### config.mk
export PLATFORM = sky130hd
export DESIGN_NAME = multicycle_ctrl
export DESIGN_NICKNAME = d
export VERILOG_FILES = /design/src/rtl/multicycle_ctrl.sv
export SDC_FILE = /design/constraint.sdc
export NUM_CORES = 1
export LEC_CHECK = 0
export CAP_MARGIN = 20
export CORE_MARGIN = 4
export CORE_UTILIZATION = 49
export CTS_BUF_LIST = sky130_fd_sc_hd__clkbuf_16
export CTS_CLUSTER_DIAMETER = 60
export CTS_CLUSTER_SIZE = 40
export DETAILED_ROUTE_END_ITERATION = 7
export PLACE_DENSITY = 0.83
export RECOVER_POWER = 50
export REMOVE_ABC_BUFFERS = 1
export SYNTH_ARGS = -nofsm -noshare
export SYNTH_HDL_FRONTEND = slang
export SYNTH_SLANG_ARGS = --single-unit
### constraint.sdc
create_clock -name clk -period 3.1 [get_ports clk]
set_input_delay 0.62 -clock clk [delete_from_list [all_inputs] [get_ports clk]]
set_output_delay 0.62 -clock clk [all_outputs]
set_load 0.01 [all_outputs]
### src/rtl/multicycle_ctrl.sv
// Multicycle RV32I control FSM with a variable-latency memory handshake, wait-state timeout and
// trap state. Define CTRL_PERF_CNT_EN to build the retired-instruction counter (instret).
// Encodings: mem_addr_sel {ADDR_PC=0, ADDR_ALU=1}; mem_funct3_sel {FETCH_INST=0, MEM_FUNCT3=1};
// alu_src1_sel {RS1V=0, PC_CUR=1, PC_OLD=2, ZERO_SRC=3}; alu_src2_sel {RS2V=0, IMM=1, PC_INC=2};
// result_sel {ZERO=0, ALU_RES=1, MEM_RES=2}; alu_op {ADD_OP=0, SLT_OP=1, SLTU_OP=2, FUNCT_OP=3}.
module multicycle_ctrl #(
    parameter int unsigned MEM_WAIT_MAX = 15,
    parameter int unsigned PERF_W       = 32
) (
    input  logic              clk,
    input  logic              reset,
    input  logic [6:0]        opcode,
    input  logic [2:0]        funct3,
    input  logic              mem_ready,
    input  logic              trap_ack,
    output logic              mem_req,
    output logic              branch,
    output logic              pc_update,
    output logic              inst_en,
    output logic              reg_wren,
    output logic              mem_wren,
    output logic              mem_addr_sel,
    output logic              mem_funct3_sel,
    output logic [1:0]        alu_src1_sel,
    output logic [1:0]        alu_src2_sel,
    output logic [1:0]        result_sel,
    output logic [1:0]        alu_op,
    output logic              trap,
    output logic [1:0]        trap_cause,
    output logic [PERF_W-1:0] instret
);

    localparam int unsigned WAIT_W = $clog2(MEM_WAIT_MAX + 1);

    localparam logic [6:0] OpcOp     = 7'b0110011;
    localparam logic [6:0] OpcOpImm  = 7'b0010011;
    localparam logic [6:0] OpcAuipc  = 7'b0010111;
    localparam logic [6:0] OpcLui    = 7'b0110111;
    localparam logic [6:0] OpcLoad   = 7'b0000011;
    localparam logic [6:0] OpcStore  = 7'b0100011;
    localparam logic [6:0] OpcBranch = 7'b1100011;
    localparam logic [6:0] OpcJal    = 7'b1101111;
    localparam logic [6:0] OpcJalr   = 7'b1100111;

    typedef enum logic [3:0] {
        StBoot, StFetch, StDecode, StMemAddr, StExecR, StExecI, StExecLui,
        StMemRead, StMemWrite, StMemWb, StAluWb, StBranch, StJump, StTrap
    } state_t;

    typedef enum logic {ADDR_PC, ADDR_ALU} mem_addr_sel_t;
    typedef enum logic {FETCH_INST, MEM_FUNCT3} mem_funct3_sel_t;
    typedef enum logic [1:0] {RS1V, PC_CUR, PC_OLD, ZERO_SRC} alu_src1_sel_t;
    typedef enum logic [1:0] {RS2V, IMM, PC_INC} alu_src2_sel_t;
    typedef enum logic [1:0] {ZERO, ALU_RES, MEM_RES} result_sel_t;
    typedef enum logic [1:0] {ADD_OP, SLT_OP, SLTU_OP, FUNCT_OP} alu_ops_t;

    state_t              state_q, state_d;
    logic [1:0]          cause_q, cause_d;
    logic [WAIT_W-1:0]   wait_cnt_q, wait_cnt_d;
    logic                in_wait, timeout;

    logic                mem_req_q, mem_req_d;
    logic                inst_en_q, inst_en_d;
    logic                pc_update_q, pc_update_d;
    logic                reg_wren_q, reg_wren_d;
    logic                mem_wren_q, mem_wren_d;
    logic                branch_q, branch_d;
    logic                trap_q, trap_d;
    mem_addr_sel_t       mem_addr_sel_q, mem_addr_sel_d;
    mem_funct3_sel_t     mem_funct3_sel_q, mem_funct3_sel_d;
    alu_src1_sel_t       alu_src1_q, alu_src1_d;
    alu_src2_sel_t       alu_src2_q, alu_src2_d;
    result_sel_t         result_sel_q, result_sel_d;
    alu_ops_t            alu_op_q, alu_op_d;

    logic                unused_funct3;
    assign unused_funct3 = ^{funct3[2], funct3[0]};

    assign in_wait = state_q inside {StFetch, StMemRead, StMemWrite};
    assign timeout = in_wait && !mem_ready && (wait_cnt_q == WAIT_W'(MEM_WAIT_MAX));

    always_comb begin
        state_d = state_q;
        cause_d = cause_q;
        unique case (state_q)
            StBoot:     state_d = StFetch;
            StFetch:    if (mem_ready) state_d = StDecode;
            StDecode: begin
                case (opcode)
                    OpcOp:             state_d = StExecR;
                    OpcOpImm:          state_d = StExecI;
                    OpcAuipc:          state_d = StAluWb;
                    OpcLui:            state_d = StExecLui;
                    OpcLoad, OpcStore: state_d = StMemAddr;
                    OpcBranch:         state_d = StBranch;
                    OpcJal, OpcJalr:   state_d = StJump;
                    default: begin
                        state_d = StTrap;
                        cause_d = 2'b01;
                    end
                endcase
            end
            StMemAddr:  state_d = (opcode == OpcStore) ? StMemWrite : StMemRead;
            StExecR, StExecI, StExecLui, StJump: state_d = StAluWb;
            StMemRead:  if (mem_ready) state_d = StMemWb;
            StMemWrite: if (mem_ready) state_d = StFetch;
            StMemWb, StAluWb, StBranch: state_d = StFetch;
            StTrap: begin
                if (trap_ack) begin
                    state_d = StFetch;
                    cause_d = 2'b00;
                end
            end
            default:    state_d = StBoot;
        endcase
        if (timeout) begin
            state_d = StTrap;
            cause_d = 2'b10;
        end
    end

    // Any state change clears the counter, so every wait state is entered with zero.
    always_comb begin
        wait_cnt_d = wait_cnt_q;
        if (state_d != state_q) begin
            wait_cnt_d = '0;
        end else if (in_wait && !mem_ready && wait_cnt_q != WAIT_W'(MEM_WAIT_MAX)) begin
            wait_cnt_d = wait_cnt_q + WAIT_W'(1);
        end
    end

    // Datapath controls are decoded from the state being entered and registered with it.
    always_comb begin
        mem_req_d        = 1'b0;
        inst_en_d        = 1'b0;
        pc_update_d      = 1'b0;
        reg_wren_d       = 1'b0;
        mem_wren_d       = 1'b0;
        branch_d         = 1'b0;
        trap_d           = 1'b0;
        mem_addr_sel_d   = ADDR_PC;
        mem_funct3_sel_d = FETCH_INST;
        alu_src1_d       = RS1V;
        alu_src2_d       = RS2V;
        result_sel_d     = ZERO;
        alu_op_d         = ADD_OP;
        unique case (state_d)
            StFetch: begin
                mem_req_d    = 1'b1;
                inst_en_d    = 1'b1;
                pc_update_d  = 1'b1;
                alu_src1_d   = PC_CUR;
                alu_src2_d   = PC_INC;
                result_sel_d = ALU_RES;
            end
            StDecode: begin
                alu_src1_d = PC_OLD;
                alu_src2_d = IMM;
            end
            StMemAddr: alu_src2_d = IMM;
            StExecR:   alu_op_d = FUNCT_OP;
            StExecI: begin
                alu_src2_d = IMM;
                alu_op_d   = FUNCT_OP;
            end
            StExecLui: begin
                alu_src1_d = ZERO_SRC;
                alu_src2_d = IMM;
            end
            StMemRead, StMemWrite: begin
                mem_req_d        = 1'b1;
                mem_wren_d       = (state_d == StMemWrite);
                mem_addr_sel_d   = ADDR_ALU;
                mem_funct3_sel_d = MEM_FUNCT3;
            end
            StMemWb: begin
                reg_wren_d   = 1'b1;
                result_sel_d = MEM_RES;
            end
            StAluWb: begin
                reg_wren_d   = 1'b1;
                result_sel_d = ALU_RES;
            end
            StBranch: begin
                branch_d = 1'b1;
                alu_op_d = funct3[1] ? SLTU_OP : SLT_OP;
            end
            StJump: begin
                pc_update_d  = 1'b1;
                alu_src1_d   = PC_OLD;
                alu_src2_d   = PC_INC;
                result_sel_d = ALU_RES;
            end
            StTrap:  trap_d = 1'b1;
            default: ;
        endcase
    end

    always_ff @(posedge clk or posedge reset) begin
        if (reset) begin
            state_q          <= StBoot;
            cause_q          <= 2'b00;
            wait_cnt_q       <= '0;
            mem_req_q        <= 1'b0;
            inst_en_q        <= 1'b0;
            pc_update_q      <= 1'b0;
            reg_wren_q       <= 1'b0;
            mem_wren_q       <= 1'b0;
            branch_q         <= 1'b0;
            trap_q           <= 1'b0;
            mem_addr_sel_q   <= ADDR_PC;
            mem_funct3_sel_q <= FETCH_INST;
            alu_src1_q       <= RS1V;
            alu_src2_q       <= RS2V;
            result_sel_q     <= ZERO;
            alu_op_q         <= ADD_OP;
        end else begin
            state_q          <= state_d;
            cause_q          <= cause_d;
            wait_cnt_q       <= wait_cnt_d;
            mem_req_q        <= mem_req_d;
            inst_en_q        <= inst_en_d;
            pc_update_q      <= pc_update_d;
            reg_wren_q       <= reg_wren_d;
            mem_wren_q       <= mem_wren_d;
            branch_q         <= branch_d;
            trap_q           <= trap_d;
            mem_addr_sel_q   <= mem_addr_sel_d;
            mem_funct3_sel_q <= mem_funct3_sel_d;
            alu_src1_q       <= alu_src1_d;
            alu_src2_q       <= alu_src2_d;
            result_sel_q     <= result_sel_d;
            alu_op_q         <= alu_op_d;
        end
    end

    // Wait-state strobes fire only on the completing cycle; the JUMP PC write is unconditional.
    assign mem_req        = mem_req_q;
    assign inst_en        = inst_en_q & mem_ready;
    assign pc_update      = pc_update_q & (mem_ready | (state_q == StJump));
    assign mem_wren       = mem_wren_q & mem_ready;
    assign reg_wren       = reg_wren_q;
    assign branch         = branch_q;
    assign trap           = trap_q;
    assign trap_cause     = cause_q;
    assign mem_addr_sel   = mem_addr_sel_q;
    assign mem_funct3_sel = mem_funct3_sel_q;
    // JALR picks rs1 as its DECODE base once the new opcode is visible in the IR.
    assign alu_src1_sel   = (state_q == StDecode && opcode == OpcJalr) ? RS1V : alu_src1_q;
    assign alu_src2_sel   = alu_src2_q;
    assign result_sel     = result_sel_q;
    assign alu_op         = alu_op_q;

`ifdef CTRL_PERF_CNT_EN
    logic [PERF_W-1:0] instret_q;
    logic              retire;

    assign retire = (state_q inside {StMemWb, StAluWb, StBranch})
                  || (state_q == StMemWrite && mem_ready);

    always_ff @(posedge clk or posedge reset) begin
        if (reset) begin
            instret_q <= '0;
        end else if (retire) begin
            instret_q <= instret_q + PERF_W'(1);
        end
    end

    assign instret = instret_q;
`else
    assign instret = '0;
`endif

endmodule

==> impl_metrics.json, run 1 <==
{
  "muxShareOfSynthArea_pct": 1.048,
  "slowest_stage": "sky130_fd_sc_hd__clkdlybuf4s50_1",
  "tritoncts_clock_tree": "yes",
  "grt_antenna_before_repair": 0,
  "timing.final.max_slew_violations": 0,
  "crit_arrival_ps": 2230,
  "totalWireLength_um": 3927,
  "highest-signal-layer": "met4",
  "clkSlewWorstSetupHoldPaths_ps": 60,
  "cap_violations": 0,
  "worstHoldPathType": "reg -> reg",
  "setup-violations-final": 0,
  "place.gp.congestion": 0.8188,
  "timing.max_slew.rel_slack_pct": 38.11,
  "dr_total_vias": 1536,
  "clk_latency_ps": 260,
  "std_cell_rows": 22,
  "end_kind": "output pin",
  "ys_warn_count": 0,
  "placed_cell_area_um2": 2127,
  "clock-root-buffer": "sky130_fd_sc_hd__clkbuf_16",
  "max_clock_freq_mhz": 350.5,
  "simple_gate_area_share_of_the_yosys_netlist_pct": 23.66,
  "die_width_um": 70.42,
  "multi_input_gate_area_um2": 1037,
  "detail_route.first_pass.iterations": 4,
  "fin_crit_ps": 2853,
  "netlist_instances": 212,
  "grt_start_max_net_pins": 27,
  "die_y_um": 70.42,
  "setup-tns-final_ps": 0,
  "ir_worst_vdd_uv": 803.9,
  "drtAntennaViolNets": 0,
  "route.met3.wl_um": 215,
  "status": "finished clean",
  "detail_route.wirelength.met1_um": 1641,
  "postSynthRegisterBits": 26,
  "avgRoutedWirePerCell_um": 13.64,
  "final.hold.worst_slack_ps": 512.9,
  "cpPeakStageDelay_ps": 640,
  "antenna_cells": 0,
  "netlist.top_cell.by_area": "sky130_fd_sc_hd__dfrtp_1",
  "static-leakage-power_nw": 0.9944,
  "asyncSetResetFlopFracSynth_pct": 100.0,
  "power_density_nw_per_um2": 949.8,
  "globalRoute.totalOverflow": 0,
  "wl_met2_um": 1985,
  "cts_buffer_depth": 2,
  "portBuffers": 30,
  "initial_utilization_pct": 51.38,
  "crit_path_frequent_cell": "sky130_fd_sc_hd__clkdlybuf4s50_1",
  "final_design_area_no_fill_um2": 2206,
  "synth_top_area_share_pct": 34.08,
  "worst-setup-path-type": "in -> out",
  "die_area_um2": 4959,
  "rsz0062_at_grt": "false",
  "detail_route.iter0.violations": 111,
  "synth_sequential_area_ratio_pct": 34.08,
  "synth_top_family_by_area": "simple AND/OR/NAND/NOR gates",
  "synth.cell_area_um2": 1909,
  "dominantRegCellSynth": "sky130_fd_sc_hd__dfrtp_1",
  "clock_sink_count": 26,
  "critical_path.startpoint_type": "input port",
  "sequential_standard_cell_area_um2": 650.6,
  "synth.area.top_cells": "sky130_fd_sc_hd__dfrtp_1, sky130_fd_sc_hd__buf_4, sky130_fd_sc_hd__a21oi_1, sky130_fd_sc_hd__nand2_1, sky130_fd_sc_hd__nor2_1",
  "synth-compound-area-share_pct": 19.33,
  "grt_usage_pct": 16.07,
  "post_cts_resized": 0,
  "drive_gt1_share_pct": 10.83,
  "grt_pass1_vias": 1445,
  "area_delta_synth_final_pct": 15.53,
  "fin_nets": 256,
  "worstPathRequired_ps": 2480,
  "post_drt_via_cell_ratio": 5.333,
  "dp_hpwl_um": 2960,
  "i_o_pin_count": 65,
  "critPathMaxFanout": 7,
  "synth.avg_cell_area_um2": 9.006,
  "drc_violation_count_after_routing": 0,
  "num-fill-cells": 311,
  "share_of_the_clock_period_used_by_the_worst_path_pct": 92.03,
  "placeable_core_region_um2": 3716,
  "synth-edff-count": 0,
  "cts-hold-fix-buffers": 0,
  "hold_violations": 0,
  "post_cts_buffers": 0,
  "final.setup_skew_ps": 4.115,
  "total_cts_buffers": 3,
  "synth_xor_area_share_pct": 2.752,
  "netlist-cell-type-count": 63,
  "synth_adder_area_share_pct": 1.245,
  "tightest_slew_ps": 927.4,
  "ctsHtreeMaxLevel": 1,
  "wire_length_of_the_first_global_routing_pass_um": 6575,
  "timing.critical_path.cells": "clkdlybuf4s50_1 -> and3b_1 -> nand2_1 -> nor2_1 -> nor2b_1 -> clkdlybuf4s50_1"
}
worst max-delay path, delay by kind of cell:
kind	cells	cell delay, ps
simple gates	4	500
buf+inv	2	1120
registers in the layout, indices dropped and copies added, names as in the netlist:
name            flops
mem_funct3_sel      1
mem_wren_q          1
inst_en_q           1
mem_req             1
wait_cnt_q          4
reg_wren            1
result_sel          2
trap_cause          2
branch              1
state_q             4
pc_update_q         1
alu_src2_sel        2
alu_src1_q          2
trap                1
alu_op              2
stage by stage:
step	utilization, %	power, mW	std cells	setup slack, ps
after floorplan	-	1.410	199	837.9
after global placement	57.24	1.789	284	152.8
after detailed placement	57.24	1.817	284	101.9
after CTS	59.36	2.112	288	232.4
after global routing	59.36	2.265	288	113.0
final	59.36	2.095	288	247.1
layer usage:
| metal | vias up | track usage, % |
|---|---|---|
| met5 | - | 0 |
| met4 | 0 | 7.021 |
| met3 | 10 | 3.022 |
| met2 | 50 | 26.72 |
| met1 | 733 | 20.11 |
| li1 | 743 | - |
cells in the mapped netlist (5+ instances only):
master                     number
sky130_fd_sc_hd__buf_4         33
sky130_fd_sc_hd__dfrtp_1       26
sky130_fd_sc_hd__nand2_1       14
sky130_fd_sc_hd__nor2_1        14
sky130_fd_sc_hd__a21oi_1       11
sky130_fd_sc_hd__inv_1          7
sky130_fd_sc_hd__buf_2          6
sky130_fd_sc_hd__nor2b_1        6
sky130_fd_sc_hd__nand2b_1       5
sky130_fd_sc_hd__nand3_1        5
sky130_fd_sc_hd__nor3_1         5
sky130_fd_sc_hd__nor4_1         5
kinds of logic after synthesis:
kind of cell	count (synthesis)
XOR/XNOR	6
adder cells (fa/ha/maj)	2
buffers and inverters	51
multiplexers	2
flip-flops	26
other	1
AO/OA/AOI/OAI	47
AND/OR/NAND/NOR	77
final timing paths:
| check | end | slack (ps) | start | cells past startpoint |
|---|---|---|---|---|
| max in group asynchronous | trap_cause[0]$_DFFE_PP0P_ | 1530 | reset | 2 |
| hold / removal | trap_cause[1]$_DFFE_PP0P_ | 510 | trap_cause[1]$_DFFE_PP0P_ | 1 |
| hold reg to reg | trap_cause[1]$_DFFE_PP0P_ | 510 | trap_cause[1]$_DFFE_PP0P_ | 1 |
| min in group asynchronous | result_sel[1]$_DFF_PP0_ | 1000 | reset | 2 |
| setup / recovery | alu_src1_sel[1] | 250 | opcode[6] | 6 |
| setup reg to reg | wait_cnt_q[0]$_DFFE_PP0P_ | 530 | state_q[1]$_DFF_PP0_ | 6 |
layout by cell type, fill, tap and decap left out, types with 5 or more instances in the layout:
cell / netlist / layout
sky130_fd_sc_hd__dlygate4sd3_1: 0 / 10
sky130_fd_sc_hd__nor3_1: 5 / 5
sky130_fd_sc_hd__clkdlybuf4s50_1: 0 / 20
sky130_fd_sc_hd__nand2_1: 14 / 14
sky130_fd_sc_hd__buf_4: 33 / 7
sky130_fd_sc_hd__nand3_1: 5 / 5
sky130_fd_sc_hd__nor4_1: 5 / 5
sky130_fd_sc_hd__nand2b_1: 5 / 5
sky130_fd_sc_hd__dfrtp_1: 26 / 26
sky130_fd_sc_hd__conb_1: 1 / 32
sky130_fd_sc_hd__nor2b_1: 6 / 6
sky130_fd_sc_hd__inv_1: 7 / 7
sky130_fd_sc_hd__nor2_1: 14 / 14
sky130_fd_sc_hd__a21oi_1: 11 / 11
power breakdown:
part	internal [mW]	switching (mW)
clock	0.172	0.110
combinational	0.540	0.708
sequential	0.454	0.111
area by class of cell:
| cell class | count | area share (%) |
|---|---|---|
| Sequential cell | 26 | 29.50 |
| Clock buffer | 3 | 3.403 |
| Timing Repair Buffer | 37 | 16.00 |
| Multi-Input combinational cell | 166 | 47.02 |
| Clock inverter | 1 | 0.1702 |
| Inverter | 7 | 1.191 |
| Tap cell | 48 | 2.723 |
Note: power is estimated with default switching activity, not from simulation.
==> run 2: changes to the inputs <==
SLEW_MARGIN = 20   (was default)
==> results of run 2 <==
No change in the layout: final DEF, timing and power equal those of run 1.
